--- src/rtl/pipe_cpu_pkg.sv ---
// pipe_cpu_pkg: opcodes, ALU ops, decoded-control type and decoder for pipe_cpu
package pipe_cpu_pkg;
  localparam int REG_W = 2;
  localparam logic [3:0] OP_ADD  = 4'h0;
  localparam logic [3:0] OP_SUB  = 4'h1;
  localparam logic [3:0] OP_AND  = 4'h2;
  localparam logic [3:0] OP_OR   = 4'h3;
  localparam logic [3:0] OP_ADDI = 4'h4;
  localparam logic [3:0] OP_LW   = 4'h5;
  localparam logic [3:0] OP_SW   = 4'h6;
  localparam logic [3:0] OP_SLT  = 4'h7;
  localparam logic [3:0] OP_BEQ  = 4'h8;
  localparam logic [3:0] OP_BNE  = 4'h9;
  localparam logic [2:0] ALU_ADD = 3'd0;
  localparam logic [2:0] ALU_SUB = 3'd1;
  localparam logic [2:0] ALU_AND = 3'd2;
  localparam logic [2:0] ALU_OR  = 3'd3;
  localparam logic [2:0] ALU_SLT = 3'd4;
  typedef struct packed {
    logic       reg_dst;
    logic       alu_src;
    logic       mem_to_reg;
    logic       reg_write;
    logic       mem_write;
    logic       beq;
    logic       bne;
    logic [2:0] alu_op;
  } ctrl_t;
  function automatic ctrl_t decode(input logic [3:0] op);
    ctrl_t c;
    c = '0;
    case (op)
      OP_ADD:  begin c.reg_dst = 1'b1; c.reg_write = 1'b1; c.alu_op = ALU_ADD; end
      OP_SUB:  begin c.reg_dst = 1'b1; c.reg_write = 1'b1; c.alu_op = ALU_SUB; end
      OP_AND:  begin c.reg_dst = 1'b1; c.reg_write = 1'b1; c.alu_op = ALU_AND; end
      OP_OR:   begin c.reg_dst = 1'b1; c.reg_write = 1'b1; c.alu_op = ALU_OR;  end
      OP_SLT:  begin c.reg_dst = 1'b1; c.reg_write = 1'b1; c.alu_op = ALU_SLT; end
      OP_ADDI: begin c.alu_src = 1'b1; c.reg_write = 1'b1; end
      OP_LW:   begin c.alu_src = 1'b1; c.reg_write = 1'b1; c.mem_to_reg = 1'b1; end
      OP_SW:   begin c.alu_src = 1'b1; c.mem_write = 1'b1; end
      OP_BEQ:  c.beq = 1'b1;
      OP_BNE:  c.bne = 1'b1;
      default: c = '0;
    endcase
    return c;
  endfunction
endpackage

--- src/rtl/pipe_regfile.sv ---
// pipe_regfile: NREGS x XLEN register file, 2 read / 1 write, write-through, r0 hardwired to 0
//   clock, reset : clock and synchronous active-high clear
//   ra1/ra2 -> rd1/rd2 : combinational read ports
//   we, wa, wd  : write port, committed at the rising edge
module pipe_regfile
  import pipe_cpu_pkg::*;
#(
  parameter int XLEN  = 16,
  parameter int NREGS = 4
) (
  input  logic             clock,
  input  logic             reset,
  input  logic [REG_W-1:0] ra1,
  input  logic [REG_W-1:0] ra2,
  input  logic             we,
  input  logic [REG_W-1:0] wa,
  input  logic [XLEN-1:0]  wd,
  output logic [XLEN-1:0]  rd1,
  output logic [XLEN-1:0]  rd2
);
  logic [XLEN-1:0] r_regs [NREGS];
  always_ff @(posedge clock) begin
    if (reset)
      for (int i = 0; i < NREGS; i++) r_regs[i] <= '0;
    else if (we && wa != '0)
      r_regs[wa] <= wd;
  end
  // a same-cycle write bypasses the array so ID sees the retiring value
  assign rd1 = (ra1 == '0) ? '0 : (we && wa == ra1) ? wd : r_regs[ra1];
  assign rd2 = (ra2 == '0) ? '0 : (we && wa == ra2) ? wd : r_regs[ra2];
endmodule

--- src/rtl/pipe_cpu.sv ---
// pipe_cpu: 5-stage (IF ID EX MEM WB) 16-bit-instruction pipelined CPU
//   clock, reset           : single clock, synchronous active-high reset
//   imem_addr/imem_rdata   : instruction fetch (address = pc, combinational read)
//   dmem_addr/rdata/we/wdata : MEM-stage data access, store strobe sampled at the edge
//   pc                     : current fetch PC
//   wb_valid/wb_rd/wb_data : one pulse per retiring register write
//   stall                  : IF/ID held this cycle
//   `define PIPE_CPU_FORWARDING_EN enables EX/MEM and MEM/WB operand forwarding
module pipe_cpu
  import pipe_cpu_pkg::*;
#(
  parameter int XLEN  = 16,
  parameter int NREGS = 4
) (
  input  logic             clock,
  input  logic             reset,
  output logic [XLEN-1:0]  imem_addr,
  input  logic [15:0]      imem_rdata,
  output logic [XLEN-1:0]  dmem_addr,
  input  logic [XLEN-1:0]  dmem_rdata,
  output logic             dmem_we,
  output logic [XLEN-1:0]  dmem_wdata,
  output logic [XLEN-1:0]  pc,
  output logic             wb_valid,
  output logic [REG_W-1:0] wb_rd,
  output logic [XLEN-1:0]  wb_data,
  output logic             stall
);
  logic [XLEN-1:0]  r_pc;
  logic             r_fd_valid;
  logic [15:0]      r_fd_ir;
  logic [XLEN-1:0]  r_fd_pc;
  logic             r_dx_valid;
  ctrl_t            r_dx_c;
  logic [XLEN-1:0]  r_dx_pc, r_dx_a, r_dx_b, r_dx_imm;
  logic [REG_W-1:0] r_dx_rt, r_dx_rd;
`ifdef PIPE_CPU_FORWARDING_EN
  logic [REG_W-1:0] r_dx_rs;
`endif
  logic             r_xm_valid, r_xm_m2r, r_xm_rw, r_xm_mw;
  logic [XLEN-1:0]  r_xm_alu, r_xm_b;
  logic [REG_W-1:0] r_xm_dst;
  logic             r_mw_valid, r_mw_rw;
  logic [REG_W-1:0] r_mw_dst;
  logic [XLEN-1:0]  r_mw_data;
  ctrl_t            w_c;
  logic [REG_W-1:0] w_rs, w_rt, w_dx_dst;
  logic [XLEN-1:0]  w_imm, w_ra, w_rb, w_fa, w_fb, w_opb, w_alu, w_target;
  logic             w_use_rs, w_use_rt, w_dx_wr, w_xm_wr, w_mw_wr, w_hazard, w_taken;
  assign w_rs  = r_fd_ir[11:10];
  assign w_rt  = r_fd_ir[9:8];
  assign w_imm = {{(XLEN-8){r_fd_ir[7]}}, r_fd_ir[7:0]};
  assign w_c   = decode(r_fd_ir[15:12]);
  assign w_use_rs = w_c.reg_write | w_c.mem_write | w_c.beq | w_c.bne;
  assign w_use_rt = (w_c.reg_write & ~w_c.alu_src) | w_c.mem_write | w_c.beq | w_c.bne;
  assign w_dx_dst = r_dx_c.reg_dst ? r_dx_rd : r_dx_rt;
  // producers that really write a register (r0 writes never matter)
  assign w_dx_wr = r_dx_valid & r_dx_c.reg_write & (w_dx_dst != '0);
  assign w_xm_wr = r_xm_valid & r_xm_rw & (r_xm_dst != '0);
  assign w_mw_wr = r_mw_valid & r_mw_rw & (r_mw_dst != '0);
  pipe_regfile #(.XLEN(XLEN), .NREGS(NREGS)) u_rf (
    .clock(clock), .reset(reset),
    .ra1(w_rs), .ra2(w_rt),
    .we(wb_valid), .wa(r_mw_dst), .wd(r_mw_data),
    .rd1(w_ra), .rd2(w_rb)
  );
`ifdef PIPE_CPU_FORWARDING_EN
  // EX/MEM is younger than MEM/WB, so it is checked first; a load's EX/MEM value is an address
  assign w_fa = (w_xm_wr & ~r_xm_m2r & r_xm_dst == r_dx_rs) ? r_xm_alu :
                (w_mw_wr & r_mw_dst == r_dx_rs) ? r_mw_data : r_dx_a;
  assign w_fb = (w_xm_wr & ~r_xm_m2r & r_xm_dst == r_dx_rt) ? r_xm_alu :
                (w_mw_wr & r_mw_dst == r_dx_rt) ? r_mw_data : r_dx_b;
  assign w_hazard = r_fd_valid & w_dx_wr & r_dx_c.mem_to_reg &
                    ((w_use_rs & w_dx_dst == w_rs) | (w_use_rt & w_dx_dst == w_rt));
`else
  // MEM/WB is covered by the register file write-through
  assign w_fa = r_dx_a;
  assign w_fb = r_dx_b;
  assign w_hazard = r_fd_valid &
                    ((w_use_rs & ((w_dx_wr & w_dx_dst == w_rs) | (w_xm_wr & r_xm_dst == w_rs))) |
                     (w_use_rt & ((w_dx_wr & w_dx_dst == w_rt) | (w_xm_wr & r_xm_dst == w_rt))));
`endif
  assign w_opb = r_dx_c.alu_src ? r_dx_imm : w_fb;
  assign w_alu = r_dx_c.alu_op == ALU_SUB ? w_fa - w_opb :
                 r_dx_c.alu_op == ALU_AND ? w_fa & w_opb :
                 r_dx_c.alu_op == ALU_OR  ? w_fa | w_opb :
                 r_dx_c.alu_op == ALU_SLT ? {{(XLEN-1){1'b0}}, $signed(w_fa) < $signed(w_opb)} :
                 w_fa + w_opb;
  assign w_taken  = r_dx_valid & ((r_dx_c.beq & w_fa == w_fb) | (r_dx_c.bne & w_fa != w_fb));
  assign w_target = r_dx_pc + XLEN'(2) + (r_dx_imm << 1);
  always_ff @(posedge clock) begin
    if (reset) begin
      r_pc       <= '0;
      r_fd_valid <= 1'b0;
      r_dx_valid <= 1'b0;
      r_xm_valid <= 1'b0;
      r_mw_valid <= 1'b0;
    end else begin
      r_pc <= w_taken ? w_target : w_hazard ? r_pc : r_pc + XLEN'(2);
      // a taken branch overrides the hold and squashes the fetched slot
      if (!w_hazard || w_taken) begin
        r_fd_valid <= ~w_taken;
        r_fd_ir    <= imem_rdata;
        r_fd_pc    <= r_pc;
      end
      r_dx_valid <= r_fd_valid & ~w_hazard & ~w_taken;
      r_dx_c     <= w_c;
      r_dx_pc    <= r_fd_pc;
      r_dx_a     <= w_ra;
      r_dx_b     <= w_rb;
      r_dx_imm   <= w_imm;
      r_dx_rt    <= w_rt;
      r_dx_rd    <= r_fd_ir[7:6];
`ifdef PIPE_CPU_FORWARDING_EN
      r_dx_rs    <= w_rs;
`endif
      r_xm_valid <= r_dx_valid;
      r_xm_m2r   <= r_dx_c.mem_to_reg;
      r_xm_rw    <= r_dx_c.reg_write;
      r_xm_mw    <= r_dx_c.mem_write;
      r_xm_alu   <= w_alu;
      r_xm_b     <= w_fb;
      r_xm_dst   <= w_dx_dst;
      r_mw_valid <= r_xm_valid;
      r_mw_rw    <= r_xm_rw;
      r_mw_dst   <= r_xm_dst;
      r_mw_data  <= r_xm_m2r ? dmem_rdata : r_xm_alu;
    end
  end
  assign pc         = r_pc;
  assign imem_addr  = r_pc;
  assign dmem_addr  = r_xm_alu;
  assign dmem_wdata = r_xm_b;
  // reset gates the strobes so nothing in flight commits on a reset edge
  assign dmem_we    = r_xm_valid & r_xm_mw & ~reset;
  assign wb_valid   = w_mw_wr & ~reset;
  assign wb_rd      = r_mw_dst;
  assign wb_data    = r_mw_data;
  assign stall      = w_hazard & ~w_taken & ~reset;
endmodule
--- config.mk ---
export PLATFORM = sky130hd
export DESIGN_NAME = pipe_cpu
export DESIGN_NICKNAME = d
export VERILOG_FILES = /design/src/rtl/pipe_cpu_pkg.sv /design/src/rtl/pipe_regfile.sv /design/src/rtl/pipe_cpu.sv
export SDC_FILE = /design/constraint.sdc
export NUM_CORES = 1
export LEC_CHECK = 0
export CORE_UTILIZATION = 40
export DETAILED_ROUTE_END_ITERATION = 8
export HOLD_SLACK_MARGIN = 0.08
export PLACE_DENSITY_LB_ADDON = 0.25
export SLEW_MARGIN = 0
export SYNTH_ARGS = -nofsm -noshare
export SYNTH_HDL_FRONTEND = slang
export SYNTH_SLANG_ARGS = --single-unit
--- constraint.sdc ---
create_clock -name clock -period 10.95 [get_ports clock]
set_clock_uncertainty 0.1 [all_clocks]
set_input_delay 2.19 -clock clock [delete_from_list [all_inputs] [get_ports clock]]
set_output_delay 2.19 -clock clock [all_outputs]
set_load 0.005 [all_outputs]
==> results of run 1 <==
==> state kept, by name, summed over array words and instances, names as in the netlist, 2 cells and up <==
name	count
r_fd_ir	16
r_dx_c	10
r_xm_dst	2
r_dx_pc	16
r_dx_rt	2
dmem_addr	16
imem_addr	16
wb_data	16
r_dx_imm	8
r_fd_pc	16
dmem_wdata	16
r_dx_b	16
u_rf.r_regs	64
wb_rd	2
r_dx_a	16
==> power by group through the flow <==
stage / clock, mW / combinational, mW / sequential (mW)
2_1_floorplan: 0 / 0.288 / 1.14
3_3_place_gp: 0 / 0.433 / 1.16
3_5_place_dp: 0 / 0.436 / 1.16
4_1_cts: 0.902 / 0.441 / 1.15
5_1_grt: 0.934 / 0.486 / 1.15
6_report: 0.885 / 0.440 / 1.14
==> worst max-delay path, cell delays in order <==
cell	delay, ns
clkdlybuf4s50_1	0.39
buf_4	0.26
inv_4	0.65
nand2_1	0.52
inv_1	0.26
and2_1	0.17
clkdlybuf4s50_1	0.51
==> synth_stat cells, drive strengths merged (8+ instances only) <==
master	instances	area share
o21ai	35	0.013
mux4	32	0.055
dfxtp	20	0.030
nand4	10	0.0047
a31oi	12	0.0057
mux2	19	0.017
nor2b	8	0.0038
buf	24	0.012
clkbuf	36	0.010
a21oi	53	0.020
xnor2	41	0.027
nand2b	13	0.0062
o211ai	9	0.0051
mux2i	49	0.037
nand2	30	0.0085
nor2	85	0.024
inv	64	0.018
and2	53	0.025
and3	8	0.0038
nand3	11	0.0042
xor2	18	0.012
nor3	18	0.0076
ha	78	0.074
o22ai	21	0.010
edfxtp	220	0.50
==> kinds of logic (layout without fill, tap and decap cells) <==
family | Yosys count | in the layout | synth area share
compound gates | 197 | 197 | 0.09848
xor+xnor | 59 | 59 | 0.03922
other cells | 1 | 16 | 0.0002846
fa+ha+maj | 81 | 81 | 0.07863
simple gates | 261 | 261 | 0.1019
flops | 240 | 240 | 0.5318
mux | 100 | 100 | 0.1085
buf+inv | 125 | 245 | 0.04122
==> per-layer routing <==
| metal | track usage | share of wire |
|---|---|---|
| met2 | 0.3205 | 0.47 |
| met1 | 0.2754 | 0.45 |
| met4 | 0.05167 | 0.024 |
| met3 | 0.03288 | 0.057 |
| met5 | 0 | 0.00036 |
==> metrics by stage <==
stage / setup WS (ns) / hold slack, ns
after floorplan: 3.001 / 0.3003
after global placement: 3.623 / 0.3003
after detailed placement: 3.643 / 0.3045
after CTS: 3.614 / 0.3181
after global routing: 3.338 / 0.3262
final: 3.682 / 0.3173
==> worst paths after layout <==
| path | start | endpoint | slack, ns | depth (start not counted) |
|---|---|---|---|---|
| worst max-delay path | reset | stall | 3.68 | 7 |
| worst max register to register | r_dx_c[8]$_DFFE_PN_ | dmem_addr[15]$_DFFE_PN_ | 6.56 | 10 |
| worst min-delay path | r_fd_pc[4]$_DFFE_PP_ | r_dx_pc[4]$_DFFE_PN_ | 0.32 | 0 |
| worst min register to register | r_fd_pc[4]$_DFFE_PP_ | r_dx_pc[4]$_DFFE_PN_ | 0.32 | 0 |
==> final cells by class <==
class	count	area [um^2]
inverters	65	246.5
fillers	2929	16790
repair buffers	132	1286
clock inverters	17	170.2
well taps	442	553.0
clock buffers	31	689.4
flip-flops and latches	240	7007
multi-input cells	714	5713
==> summary.txt, run 1 <==
sw power = 0.6626 mW
Sw Share = 0.2683
gpl congestion = 0.8342
CTS tree = done
Routed WL = 32.99 mm
final worst-path cycle share = 0.6638
vias in the first global route = 8796
Post-synth ARST share = 0
Post-synth EDFFs = 220
IO buf count = 118
cells after synthesis = 1064
DP Wirelength = 23.07 mm
Layout Cells excl Fill = 1641
max-slew violation count = 0
Area Growth Syn to Fin = 18.90%
fmax = 137.6 MHz
Setup CP Type = in2out
crit start category = input pin
Root Driver = clkbuf_16
combinational fraction of design power = 0.178
post-synthesis sequential area ratio = 0.5318
endpoint class of the critical path = output pin
layout cells sized above 1 = 0.09925
Clock Latency Late Sink = 0.54 ns
via count = 8933
Mapped Avg Cell Area = 12.38 um^2
die area = 0.03367 mm^2
first-pass GRT wire length = 50.67 mm
Worst IR Drop VDD = 111.3 uV
FF+latch count, synth = 240
CTS H-tree depth = 1
initial DRC count = 734
Global Route Usage Sum = 0.1979
clock buffer depth = 3
Core Area = 0.03245 mm^2
Critical Path AT = 4.98 ns
Fin Setup TNS = 0 ns
total power = 2.470 mW
DRC Markers = 0
largest net degree at the start of global routing = 68
DP Area = 0.01481 mm^2
CP Data Required Time = 8.66 ns
Setup-failing EPs final = 0
crit path time final = 7.268 ns
Starting Density = 0.4060
Via density = 5.444
first-pass detailed-route iteration total = 5
post-route cell area = 0.01567 mm^2
commonest non-fill, non-tap cell in the layout = edfxtp_1
final net count = 1294
Synthesis Warnings = 0
final hold violation count = 0
placed instance count = 1593
clk slew on worst S/H paths = 0.06 ns
Post-CTS Setup Repair Bufs = 0
die width = 183.5 um
GR Overflow Total = 0
Avg WL per Cell = 20.11 um
Pleak = 6.036 nW
row count = 66
normalized max-slew margin = 0.2589
Int Power = 1.807 mW
initial antenna violation count = 1
outcome = finished, final reports clean
# resized after CTS = 0
Die H = 183.5 um
Max-cap violations = 0
post-synth cell types = 65
most frequent cells in the layout = edfxtp_1, clkdlybuf4s50_1, nor2_1, ha_1, inv_1
ANT nets after route = 0
Pwr Density = 157.7 mW/mm^2
unrepaired setup endpoints after global routing = no
clk sinks = 240
Flop pwr share = 0.463
final core occ = 0.4827
Post-Syn Area = 0.01318 mm^2
worst slew pin tran = 1.112 ns
Worst Hold Class = reg2reg
CTS Buf Count = 26
Hold-fix buffers, CTS = 0
Synth Flop Type = edfxtp_1
Clk pwr share = 0.358
Ant. Diodes = 0
crit-path max FO = 67
Ports = 119
Power figures use the tool's default switching activity.
==> run 2: changes to the inputs <==
==> constraint.sdc (replaced) <==
create_clock -name clock -period 6.8 [get_ports clock]
set_clock_uncertainty 0.1 [all_clocks]
set_input_delay 1.36 -clock clock [delete_from_list [all_inputs] [get_ports clock]]
set_output_delay 1.36 -clock clock [all_outputs]
set_load 0.005 [all_outputs]
==> run 2 against run 1 <==
  * The flow now finishes with violations (design-rule violations)
  * First-iteration DRC count down 8.2%
  * Worst hold slack about the same
  * Die area unchanged
  * Setup slack worse by 2.3 ns
  * Critical endpoint unchanged
  * Global-route usage up 0.76 points
  * Combinational power up 65%
  * Cell count up 0.24%
  * Cell area up 0.15%
  * Sequential cell count unchanged
  * Largest power group unchanged
  * Sequential power up 61%
  * Highest routed layer is now met4
  * Non-clock buffer count up 3
==> summary.txt, run 2 (synthesis results as in run 1) <==
outcome = finished with violations
failing checks = design-rule violations
Critical path buffers and inverters = 1 (-4)
largest net degree at the start of global routing = 67 (-1.5%)
# resized after CTS = 0 (unchanged)
die width = 183.5 um (unchanged)
Area Growth Syn to Fin = 19.08%
die area = 0.03367 mm^2 (unchanged)
ANT nets after route = 0 (unchanged)
Die H = 183.5 um (unchanged)
total power = 4.013 mW (+62%)
Starting Density = 0.4060 (unchanged)
Via density = 5.455 (+0.20%)
Ports = 119 (unchanged)
Routed WL = 34.06 mm (+3.2%)
final worst-path cycle share = 0.7916
max-slew violation count = 0 (unchanged)
Avg WL per Cell = 20.70 um (+3.0%)
row count = 66 (unchanged)
initial DRC count = 674 (-8.2%)
Setup CP Type = reg2out
crit-path max FO = 21 (-69%)
Setup-failing EPs final = 0 (unchanged)
fmax = 185.8 MHz
worst slew pin tran = 1.119 ns (+0.007687 ns)
Fin Setup TNS = 0 ns (unchanged)
placed instance count = 1596 (+0.19%)
crit start category = flop
via count = 8973 (+0.45%)
unrepaired setup endpoints after global routing = no
Layout Cells excl Fill = 1645 (+0.24%)
first-pass GRT wire length = 52.36 mm (+3.3%)
initial antenna violation count = 0 (-1)
met3 wire len = 2.020 mm (+6.9%)
DR top layer = met4
max reg flops = 64 (unchanged)
WL met2 = 15.84 mm (+3.1%)
commonest non-fill, non-tap cell in the layout = edfxtp_1
gpl congestion = 0.8378 (+0.43%)
Hold-fix buffers, CTS = 0 (unchanged)
GR Overflow Total = 0 (unchanged)
clk slew on worst S/H paths = 0.06 ns (about the same)
final core occ = 0.4834 (+0.0007330)
final net count = 1298 (+0.31%)
area of the multi-input gates = 0.005698 mm^2 (-0.26%)
IO buf count = 118 (unchanged)
endpoint class of the critical path = output pin
clk sinks = 240 (unchanged)
CP max stage delay = 1.01 ns (+0.36 ns)
first-pass detailed-route iteration total = 7 (+2)
Pwr Density = 255.8 mW/mm^2 (+62%)
Worst Hold Class = reg2reg
crit path time final = 5.383 ns
Max-cap violations = 0 (unchanged)
CP Data Required Time = 5.34 ns (-3.32 ns)
Post-CTS Setup Repair Bufs = 0 (unchanged)
Slowest cell on crit path = edfxtp_1
fillers = 2867 (-2.1%)
CTS tree = done
Cell Chain, Critical Path = and4_4, a211oi_2, o21ai_1, and3_1, and2_1, clkdlybuf4s50_1
clock buffer depth = 3 (unchanged)
Pleak = 6.056 nW (+0.34%)
Register Area = 0.007007 mm^2 (unchanged)
Global Route Usage Sum = 0.2056 (+0.007618)
normalized max-slew margin = 0.2522 (-0.006690)
Clock Latency Late Sink = 0.55 ns (about the same)
DRC Markers = 1 (+1)
CTS Buf Count = 27 (+3.8%)
most frequent cells in the layout = edfxtp_1, clkdlybuf4s50_1, nor2_1, ha_1, inv_1
WL met1 = 15.44 mm (+3.3%)
Ant. Diodes = 0 (unchanged)
layout cells sized above 1 = 0.1047 (+0.005489)
vias in the first global route = 8732 (-0.73%)
CTS H-tree depth = 1 (unchanged)
Most flops, register = u_rf.r_regs
Critical Path AT = 3.92 ns (-1.06 ns)
Top delay family on crit path = simple AND/OR/NAND/NOR gates
Worst IR Drop VDD = 182.2 uV (+64%)
final hold violation count = 0 (unchanged)
Core Area = 0.03245 mm^2 (unchanged)
Root Driver = clkbuf_16
DP Wirelength = 24.31 mm (+5.4%)
run 2: changes by cell type in the layout (fill, tap and decap cells not counted), moves of 2 or more:
cell	delta
buf_4	+3
clkbuf_8	-2
clkinv_1	-6
clkinv_2	+6
clkinvlp_4	+2
o21ai_1	+2
o21ai_2	-2
run 2: worst reg2reg max path: stages (launching register included):
cell and delay [ns]:
edfxtp_1 0.74, clkinv_1 0.49, a21oi_1 0.42, ha_1 0.34, o211ai_1 0.13, nor3_1 0.33, a21oi_1 0.16, o41ai_1 0.89
o311ai_0 0.27, nand2_1 0.14, nand3_1 0.22
run 2: power breakdown:
group          internal [mW]  leakage, nW  switching [mW]
clock                  0.846        0.430           0.601
combinational          0.332         3.25           0.394
sequential              1.74         2.38          0.0990
total                   2.92         6.06            1.09
run 2: through the flow:
stage	worst slack [ns]	cell area [um^2]	hold slack (ns)
final	1.417	15690	0.3171
after floorplan	0.2905	13230	0.3003
after global routing	1.152	15690	0.3217
after global placement	2.034	14810	0.3010
after CTS	1.403	15690	0.3186
after detailed placement	2.001	14810	0.3045
run 2: final timing paths:
path | from | endpoint | slack [ns] | cells after the start
worst max-delay path | r_fd_ir[11]$_DFFE_PP_ | stall | 1.42 | 6
worst min-delay path | r_fd_pc[10]$_DFFE_PP_ | r_dx_pc[10]$_DFFE_PN_ | 0.32 | 0
worst max register to register | r_dx_c[8]$_DFFE_PN_ | dmem_addr[15]$_DFFE_PN_ | 2.22 | 10
worst min register to register | r_fd_pc[10]$_DFFE_PP_ | r_dx_pc[10]$_DFFE_PN_ | 0.32 | 0
run 2: area by class of cell:
cell class / count / share of cell area
Clock buffer: 31 / 0.04402
Clock inverter: 18 / 0.01180
Inverter: 65 / 0.01571
Multi-Input combinational cell: 714 / 0.3632
Sequential cell: 240 / 0.4466
Tap cell: 442 / 0.03525
Timing Repair Buffer: 135 / 0.08342
run 2: metal layers:
| metal | track usage | vias up |
|---|---|---|
| li1 | - | 4184 |
| met1 | 0.2920 | 4420 |
| met2 | 0.3315 | 323 |
| met3 | 0.02615 | 46 |
| met4 | 0.05467 | 0 |
| met5 | 0 | - |
